===== config.mk =====
export PLATFORM = sky130hd
export DESIGN_NAME = seg7_display_scan
export DESIGN_NICKNAME = d
export VERILOG_FILES = /design/src/rtl/seg7_pkg.sv /design/src/rtl/seg7_display_scan_bcd_to_seg7.sv /design/src/rtl/seg7_display_scan.sv
export SDC_FILE = /design/constraint.sdc
export NUM_CORES = 1
export LEC_CHECK = 0
export CORE_MARGIN = 2
export CORE_UTILIZATION = 55
export CTS_CLUSTER_SIZE = 10
export DETAILED_ROUTE_END_ITERATION = 8
export PLACE_DENSITY = 0.78
export SLEW_MARGIN = 20
export SYNTH_ARGS = -nofsm -noshare
export SYNTH_HDL_FRONTEND = slang
export SYNTH_SLANG_ARGS = --single-unit

===== constraint.sdc =====
create_clock -name clk -period 2.55 [get_ports clk]
set_input_delay 0.3825 -clock clk [delete_from_list [all_inputs] [get_ports clk]]
set_output_delay 0.3825 -clock clk [all_outputs]
set_load 0.01 [all_outputs]

===== src/rtl/seg7_pkg.sv =====
`default_nettype none
// ============================================================================
//  Module      : seg7_pkg
//  Description : Shared types and constants for the seven-segment scanner.
//                State encoding, active-low segment patterns {g,f,e,d,c,b,a}
//                and digit slot indices (slot 0 = second_ones, rightmost).
//  Revision    : 1.0 - initial release
// ============================================================================
package seg7_pkg;

    typedef enum logic [1:0] {
        IDLE  = 2'd0,
        RUN   = 2'd1,
        ALARM = 2'd2
    } state_t;

    // Active-low segment patterns, bit order {g,f,e,d,c,b,a}
    localparam logic [6:0] SEG_0    = 7'b1000000;
    localparam logic [6:0] SEG_1    = 7'b1111001;
    localparam logic [6:0] SEG_2    = 7'b0100100;
    localparam logic [6:0] SEG_3    = 7'b0110000;
    localparam logic [6:0] SEG_4    = 7'b0011001;
    localparam logic [6:0] SEG_5    = 7'b0010010;
    localparam logic [6:0] SEG_6    = 7'b0000010;
    localparam logic [6:0] SEG_7    = 7'b1111000;
    localparam logic [6:0] SEG_8    = 7'b0000000;
    localparam logic [6:0] SEG_9    = 7'b0010000;
    localparam logic [6:0] SEG_DASH = 7'b0111111;
    localparam logic [6:0] SEG_OFF  = 7'b1111111;

    // Digit slot indices; an[i] drives slot i
    localparam logic [1:0] DIG_SEC_ONES = 2'd0;
    localparam logic [1:0] DIG_SEC_TENS = 2'd1;
    localparam logic [1:0] DIG_MIN_ONES = 2'd2;
    localparam logic [1:0] DIG_MIN_TENS = 2'd3;

endpackage : seg7_pkg
`default_nettype wire


===== src/rtl/seg7_display_scan_bcd_to_seg7.sv =====
`default_nettype none
// ============================================================================
//  Module      : bcd_to_seg7
//  Description : Combinational BCD to active-low seven-segment decode.
//                Non-BCD codes (10..15) render as a centre dash.
//  Ports       : i_bcd [3:0]  BCD digit in
//                o_seg [6:0]  segments {g,f,e,d,c,b,a}, active-low
//  Revision    : 1.0 - initial release
// ============================================================================
module bcd_to_seg7
    import seg7_pkg::*;
(
    input  logic [3:0] i_bcd,
    output logic [6:0] o_seg
);

    always_comb begin
        o_seg = SEG_DASH;
        case (i_bcd)
            4'd0:    o_seg = SEG_0;
            4'd1:    o_seg = SEG_1;
            4'd2:    o_seg = SEG_2;
            4'd3:    o_seg = SEG_3;
            4'd4:    o_seg = SEG_4;
            4'd5:    o_seg = SEG_5;
            4'd6:    o_seg = SEG_6;
            4'd7:    o_seg = SEG_7;
            4'd8:    o_seg = SEG_8;
            4'd9:    o_seg = SEG_9;
            default: o_seg = SEG_DASH;
        endcase
    end

endmodule : bcd_to_seg7
`default_nettype wire


===== src/rtl/seg7_display_scan.sv =====
`default_nettype none
// ============================================================================
//  Module      : seg7_display_scan
//  Description : Time-multiplexes the egg-timer's four BCD digits onto an
//                active-low 4-digit seven-segment display with a colon on
//                digit 2. Inputs are snapshotted once per full scan so a
//                scan never mixes two different times. When the countdown
//                stops at 00:00 the display blinks for a bounded number of
//                on/off pairs while alarm is high.
//  Ports       : clk, reset (sync, active-high)
//                enable_timer_countdown  timer core is counting
//                second_ones/tens, minute_ones/tens [3:0]  BCD time
//                an  [3:0]  digit anodes, active-low, an[0]=second_ones
//                seg [6:0]  segments {g,f,e,d,c,b,a}, active-low
//                dp         colon point, active-low, digit 2 only
//                alarm      high throughout the ALARM state
//  Options     : LEADING_ZERO_BLANK_EN - blank leading zero minute digits
//  Revision    : 1.0 - initial release
// ============================================================================
module seg7_display_scan
    import seg7_pkg::*;
#(
    parameter int REFRESH_DIV  = 100000,
    parameter int BLINK_SCANS  = 125,
    parameter int ALARM_BLINKS = 5
) (
    input  logic       clk,
    input  logic       reset,
    input  logic       enable_timer_countdown,
    input  logic [3:0] second_ones,
    input  logic [3:0] second_tens,
    input  logic [3:0] minute_ones,
    input  logic [3:0] minute_tens,
    output logic [3:0] an,
    output logic [6:0] seg,
    output logic       dp,
    output logic       alarm
);

    localparam int c_div_w   = (REFRESH_DIV > 2) ? $clog2(REFRESH_DIV) : 1;
    localparam int c_scan_w  = (BLINK_SCANS > 1) ? $clog2(BLINK_SCANS + 1) : 1;
    localparam int c_blink_w = (ALARM_BLINKS > 1) ? $clog2(ALARM_BLINKS + 1) : 1;

    logic [c_div_w-1:0]   r_div_cnt;
    logic [1:0]           r_digit_idx;
    logic [15:0]          r_snapshot;    // {min_tens, min_ones, sec_tens, sec_ones}
    state_t               r_state;
    logic [c_scan_w-1:0]  r_scan_cnt;    // scan wraps within the current blink phase
    logic [c_blink_w-1:0] r_blink_cnt;   // completed on/off pairs
    logic                 r_blink_off;

    logic       w_div_wrap;
    logic       w_scan_wrap;
    logic       w_live_zero;
    logic       w_lit;
    logic       w_blank;
    logic [3:0] w_digit;
    logic [6:0] w_dec_seg;

    assign w_div_wrap  = (r_div_cnt == c_div_w'(REFRESH_DIV - 1));
    assign w_scan_wrap = w_div_wrap && (r_digit_idx == DIG_MIN_TENS);
    assign w_live_zero = ({minute_tens, minute_ones, second_tens, second_ones} == 16'h0000);
    assign w_lit       = !((r_state == ALARM) && r_blink_off);
    assign w_digit     = r_snapshot[{r_digit_idx, 2'b00} +: 4];

    always_comb begin
        w_blank = 1'b0;
`ifdef LEADING_ZERO_BLANK_EN
        // Colon stays lit on a blanked digit 2; only the anode is suppressed
        if ((r_digit_idx == DIG_MIN_TENS) && (r_snapshot[15:12] == 4'd0))
            w_blank = 1'b1;
        if ((r_digit_idx == DIG_MIN_ONES) && (r_snapshot[15:8] == 8'd0))
            w_blank = 1'b1;
`endif
    end

    bcd_to_seg7 u_bcd_to_seg7 (
        .i_bcd (w_digit),
        .o_seg (w_dec_seg)
    );

    // Scan divider, snapshot and registered display drive. Scanning keeps
    // running in the dark blink phase so the blink timebase stays intact.
    always_ff @(posedge clk) begin
        if (reset) begin
            r_div_cnt   <= '0;
            r_digit_idx <= DIG_SEC_ONES;
            r_snapshot  <= '0;
            an          <= 4'b1111;
            seg         <= SEG_OFF;
            dp          <= 1'b1;
        end else begin
            if (w_div_wrap) begin
                r_div_cnt   <= '0;
                r_digit_idx <= r_digit_idx + 2'd1;
                if (w_scan_wrap)
                    r_snapshot <= {minute_tens, minute_ones, second_tens, second_ones};
            end else begin
                r_div_cnt <= r_div_cnt + c_div_w'(1);
            end

            an  <= (w_lit && !w_blank) ? ~(4'b0001 << r_digit_idx) : 4'b1111;
            seg <= w_blank ? SEG_OFF : w_dec_seg;
            dp  <= !(w_lit && (r_digit_idx == DIG_MIN_ONES));
        end
    end

    // Control FSM. alarm is written alongside every state change so it is
    // high exactly while the state register holds ALARM.
    always_ff @(posedge clk) begin
        if (reset) begin
            r_state     <= IDLE;
            alarm       <= 1'b0;
            r_scan_cnt  <= '0;
            r_blink_cnt <= '0;
            r_blink_off <= 1'b0;
        end else begin
            case (r_state)
                IDLE: begin
                    if (enable_timer_countdown)
                        r_state <= RUN;
                end
                RUN: begin
                    // RUN is only entered with enable high, so low here is a fall
                    if (!enable_timer_countdown) begin
                        if (w_live_zero) begin
                            r_state     <= ALARM;
                            alarm       <= 1'b1;
                            r_scan_cnt  <= '0;
                            r_blink_cnt <= '0;
                            r_blink_off <= 1'b0;
                        end else begin
                            r_state <= IDLE;
                        end
                    end
                end
                ALARM: begin
                    if (enable_timer_countdown) begin
                        r_state <= RUN;
                        alarm   <= 1'b0;
                    end else if (w_scan_wrap) begin
                        if (r_scan_cnt == c_scan_w'(BLINK_SCANS - 1)) begin
                            r_scan_cnt  <= '0;
                            r_blink_off <= ~r_blink_off;
                            // An off->on edge closes one on/off pair
                            if (r_blink_off) begin
                                if (r_blink_cnt == c_blink_w'(ALARM_BLINKS - 1)) begin
                                    r_state <= IDLE;
                                    alarm   <= 1'b0;
                                end else begin
                                    r_blink_cnt <= r_blink_cnt + c_blink_w'(1);
                                end
                            end
                        end else begin
                            r_scan_cnt <= r_scan_cnt + c_scan_w'(1);
                        end
                    end
                end
                default: begin
                    r_state <= IDLE;
                    alarm   <= 1'b0;
                end
            endcase
        end
    end

endmodule : seg7_display_scan
`default_nettype wire


==> results <==
## state kept, by name (all words and copies together) (netlist names)
name	count
r_scan_cnt	7
seg	7
r_snapshot	16
an	4
r_blink_off	1
alarm	1
r_blink_cnt	3
r_div_cnt	17
dp	1
r_state	2
r_digit_idx	2
## through the flow
stage	hold WS [ns]	setup slack (ns)	util	setup TNS [ns]	area (um^2)
after floorplan	0.4286	0.4284	-	0	2813
after global placement	0.4368	0.01660	0.6444	0	3228
after detailed placement	0.4451	-0.03937	0.6444	-0.07331	3228
after CTS	0.4544	0.2722	0.6841	0	3427
after global routing	0.4746	0.1322	0.6841	0	3427
final	0.4512	0.2460	0.6841	0	3427
## worst max-delay path: cells and delay by family
family / cells / cell delay [ns]
and+or+nand+nor: 3 / 1.47
buffers and inverters: 1 / 0.44
AOI/OAI and AO/OA: 2 / 0.28
## power breakdown
group / leakage, nW / total [mW] / internal, mW / switching, mW
registers: 0.495 / 0.970 / 0.964 / 0.00625
logic: 0.641 / 0.0797 / 0.0454 / 0.0343
clock network: 0.102 / 0.871 / 0.521 / 0.349
total: 1.24 / 1.92 / 1.53 / 0.390
## worst paths after layout
kind / startpoint / to / cells after the start
min reg2reg: r_snapshot[5] / r_snapshot[5] / 2
max reg2reg: r_div_cnt[12] / r_blink_off / 5
min: r_snapshot[5] / r_snapshot[5] / 2
max: minute_tens[1] / r_blink_off / 6
## cell usage in the layout (no fill, tap or decap), drive strengths merged, types with 2 or more instances in the layout
master and count:
clkdlybuf4s50 31, dfxtp 61, clkbuf 13, mux2i 2, nand3 11, nor2b 5
or3 5, buf 9, nand2b 6, nand2 53, o21ai 17, or4b 3
inv 14, nor4 6, xor2 7, nor3 3, and2 2, nor2 32
mux4 4, a21oi 31, nand4 8, xnor2 9, ha 14, or4 4
a32oi 2
## logic make-up (layout without fill, tap and decap cells)
| family | Yosys count | count (layout) | synth area share |
|---|---|---|---|
| buffers and inverters | 26 | 68 | 0.03647 |
| muxes | 6 | 6 | 0.03915 |
| and+or+nand+nor | 143 | 143 | 0.2625 |
| AOI/OAI and AO/OA | 57 | 57 | 0.1157 |
| adders and majority gates | 14 | 14 | 0.06228 |
| xor gates and xnor gates | 16 | 16 | 0.04982 |
| DFF | 61 | 61 | 0.4342 |
## routing by layer
metal | track usage | up-vias | routed length, um
li1 | - | 1188 | -
met1 | 0.2844 | 1088 | 2587
met2 | 0.3691 | 49 | 2920
met3 | 0.03968 | 11 | 242
met4 | 0.1072 | 0 | 101
met5 | 0 | - | 0
## area by class of cell
| type | count | area [um^2] | area share |
|---|---|---|---|
| well taps | 70 | 87.58 | 0.02556 |
| repair buffers | 40 | 377.9 | 0.1103 |
| multi-input cells | 236 | 1489 | 0.4345 |
| inverters | 14 | 52.55 | 0.01533 |
| flip-flops and latches | 61 | 1221 | 0.3563 |
| clock buffers | 13 | 168.9 | 0.04929 |
| clock inverters | 1 | 30.03 | 0.008762 |
==> impl_results.rst <==
.. list-table::
   :header-rows: 1

   * - Metric
     - Value
   * - Slew of the pin with the lowest slew margin
     - 0.7828 ns
   * - Total nets after synthesis
     - between 300 and 400
   * - Initial antenna violation count
     - 0
   * - Library cell used as clock root buffer
     - clkbuf_8
   * - Number of clock sinks seen by CTS
     - between 60 and 70
   * - Startpoint class of the critical path
     - primary input
   * - Number of iterations in the first detailed-routing pass
     - 4
   * - Final non-filler cell total
     - approximately 440
   * - Initial cell density of the core
     - 0.5614
   * - Final total power
     - approximately 1.9 mW
   * - Number of synthesized flops with an enable pin
     - 0
   * - Max-Slew Margin vs Limit
     - 0.4726
   * - Crit share post-route
     - 0.9035
   * - Cell type contributing the most total cell area after synthesis
     - dfxtp_1
   * - CTS Hold Bufs
     - 0
   * - Dominant cells by area after synthesis
     - dfxtp_1, nand2_1, ha_1
   * - Number of fill cells
     - between 400 and 500
   * - Number of H-tree levels
     - 3
   * - Clock slew at reported path FFs
     - 0.06 ns
   * - Worst path max stage delay
     - about 0.73 ns
   * - Total number of placement rows
     - 26
   * - FF+latch count, synth
     - 61
   * - Final antenna diode count
     - 0
   * - Data required, critical path
     - between 2 and 3 ns
   * - Top_reg_cell synth
     - dfxtp_1
   * - IR Drop Worst-Case VDD
     - around 330 uV
   * - Maximum net fanout on the critical path
     - 4
   * - Final count of negative-setup-slack endpoints
     - 0
   * - Power Density
     - 560.4 nW/um^2
   * - Min Tclk post-route
     - 2.304 ns
   * - Syn-to-layout area delta
     - 21.84%
   * - Core ar.
     - about 5000 um^2
   * - CTS resizes
     - 0
   * - Final ANT Viol Nets
     - 0
   * - Buffers from clock root to sink, at most
     - 2
   * - Syn. warnings
     - 0
   * - Number of max-slew violations in the final report
     - 0
   * - Number of placed cells counting well taps
     - approximately 420
   * - Post-synthesis instance area
     - 2813 um^2
   * - I/O pins
     - 32
   * - Library cell contributing the largest single delay on the critical path
     - or4b_2
   * - Top cell types by occurrence after synthesis
     - dfxtp_1, nand2_1, nor2_1
   * - Net count reported at finish
     - around 400
   * - Die Width
     - around 76 um
   * - Count of different cell masters after synthesis
     - 43
   * - Gate count after technology mapping
     - about 320
   * - Register-to-register setup slack
     - 0.25 ns
   * - Final global-route overflow total
     - 0
   * - Register area share after synthesis
     - 0.4342
   * - Port Buffers
     - 31
   * - Achievable frequency
     - 0.4340 GHz
   * - Post-synth top area share
     - 0.4342
   * - Kind of capture point of the worst setup path
     - register
   * - RSZ-0062 raised after global routing
     - false
   * - Post-synthesis area per instance
     - slightly below 9 um^2
   * - Die height
     - between 70 and 80 um
   * - Final clock skew
     - 0.009628 ns
   * - Clock latency of the later-clocked register in the worst-skew pair
     - 0.34 ns
   * - Global-route wire length before repair
     - 9632 um
   * - Async set or reset register ratio after synthesis
     - 0
   * - Hold Violations, Final
     - 0
   * - Most frequent cell after synthesis
     - dfxtp_1
   * - Number of global-route vias before repair
     - approximately 2.1k
   * - Start-to-end type of the worst setup path
     - primary input to register
   * - Clock buffer count from CTS
     - 9
   * - Aggregate global-route resource usage
     - 0.2238
   * - CTS tree
     - done
   * - CP arrival
     - between 2 and 3 ns
   * - Initial DRC count
     - ~180
   * - Total wire length
     - just under 6000 um
   * - Weighted congestion reported at the end of routability-driven placement
     - roughly 0.83
   * - Via Count
     - 2336
   * - Pin count of the biggest net entering global routing
     - 17
   * - Share of cells above drive strength 1
     - 0.09589
   * - Routed wire per std cell
     - between 10 and 15 um
   * - Via count normalized by instance count
     - around 5.4
   * - List of cells traversed by the critical path
     - clkdlybuf4s50_1 -> or4b_2 -> nor3_2 -> a32oi_2 -> or4b_1 -> a21oi_1
   * - DRC violations left
     - 0
   * - MaxCap Viol Count
     - 0
   * - Path type of the worst min-delay path
     - register to register
   * - Setup fix buffers added after clock tree synthesis
     - 0
   * - Die ar.
     - roughly 5700 um^2
   * - Static power due to leakage
     - 1.237 nW
   * - Outcome
     - completed
   * - Hpwl dp
     - roughly 4200 um
No activity file was read; power rests on OpenSTA's default activity.
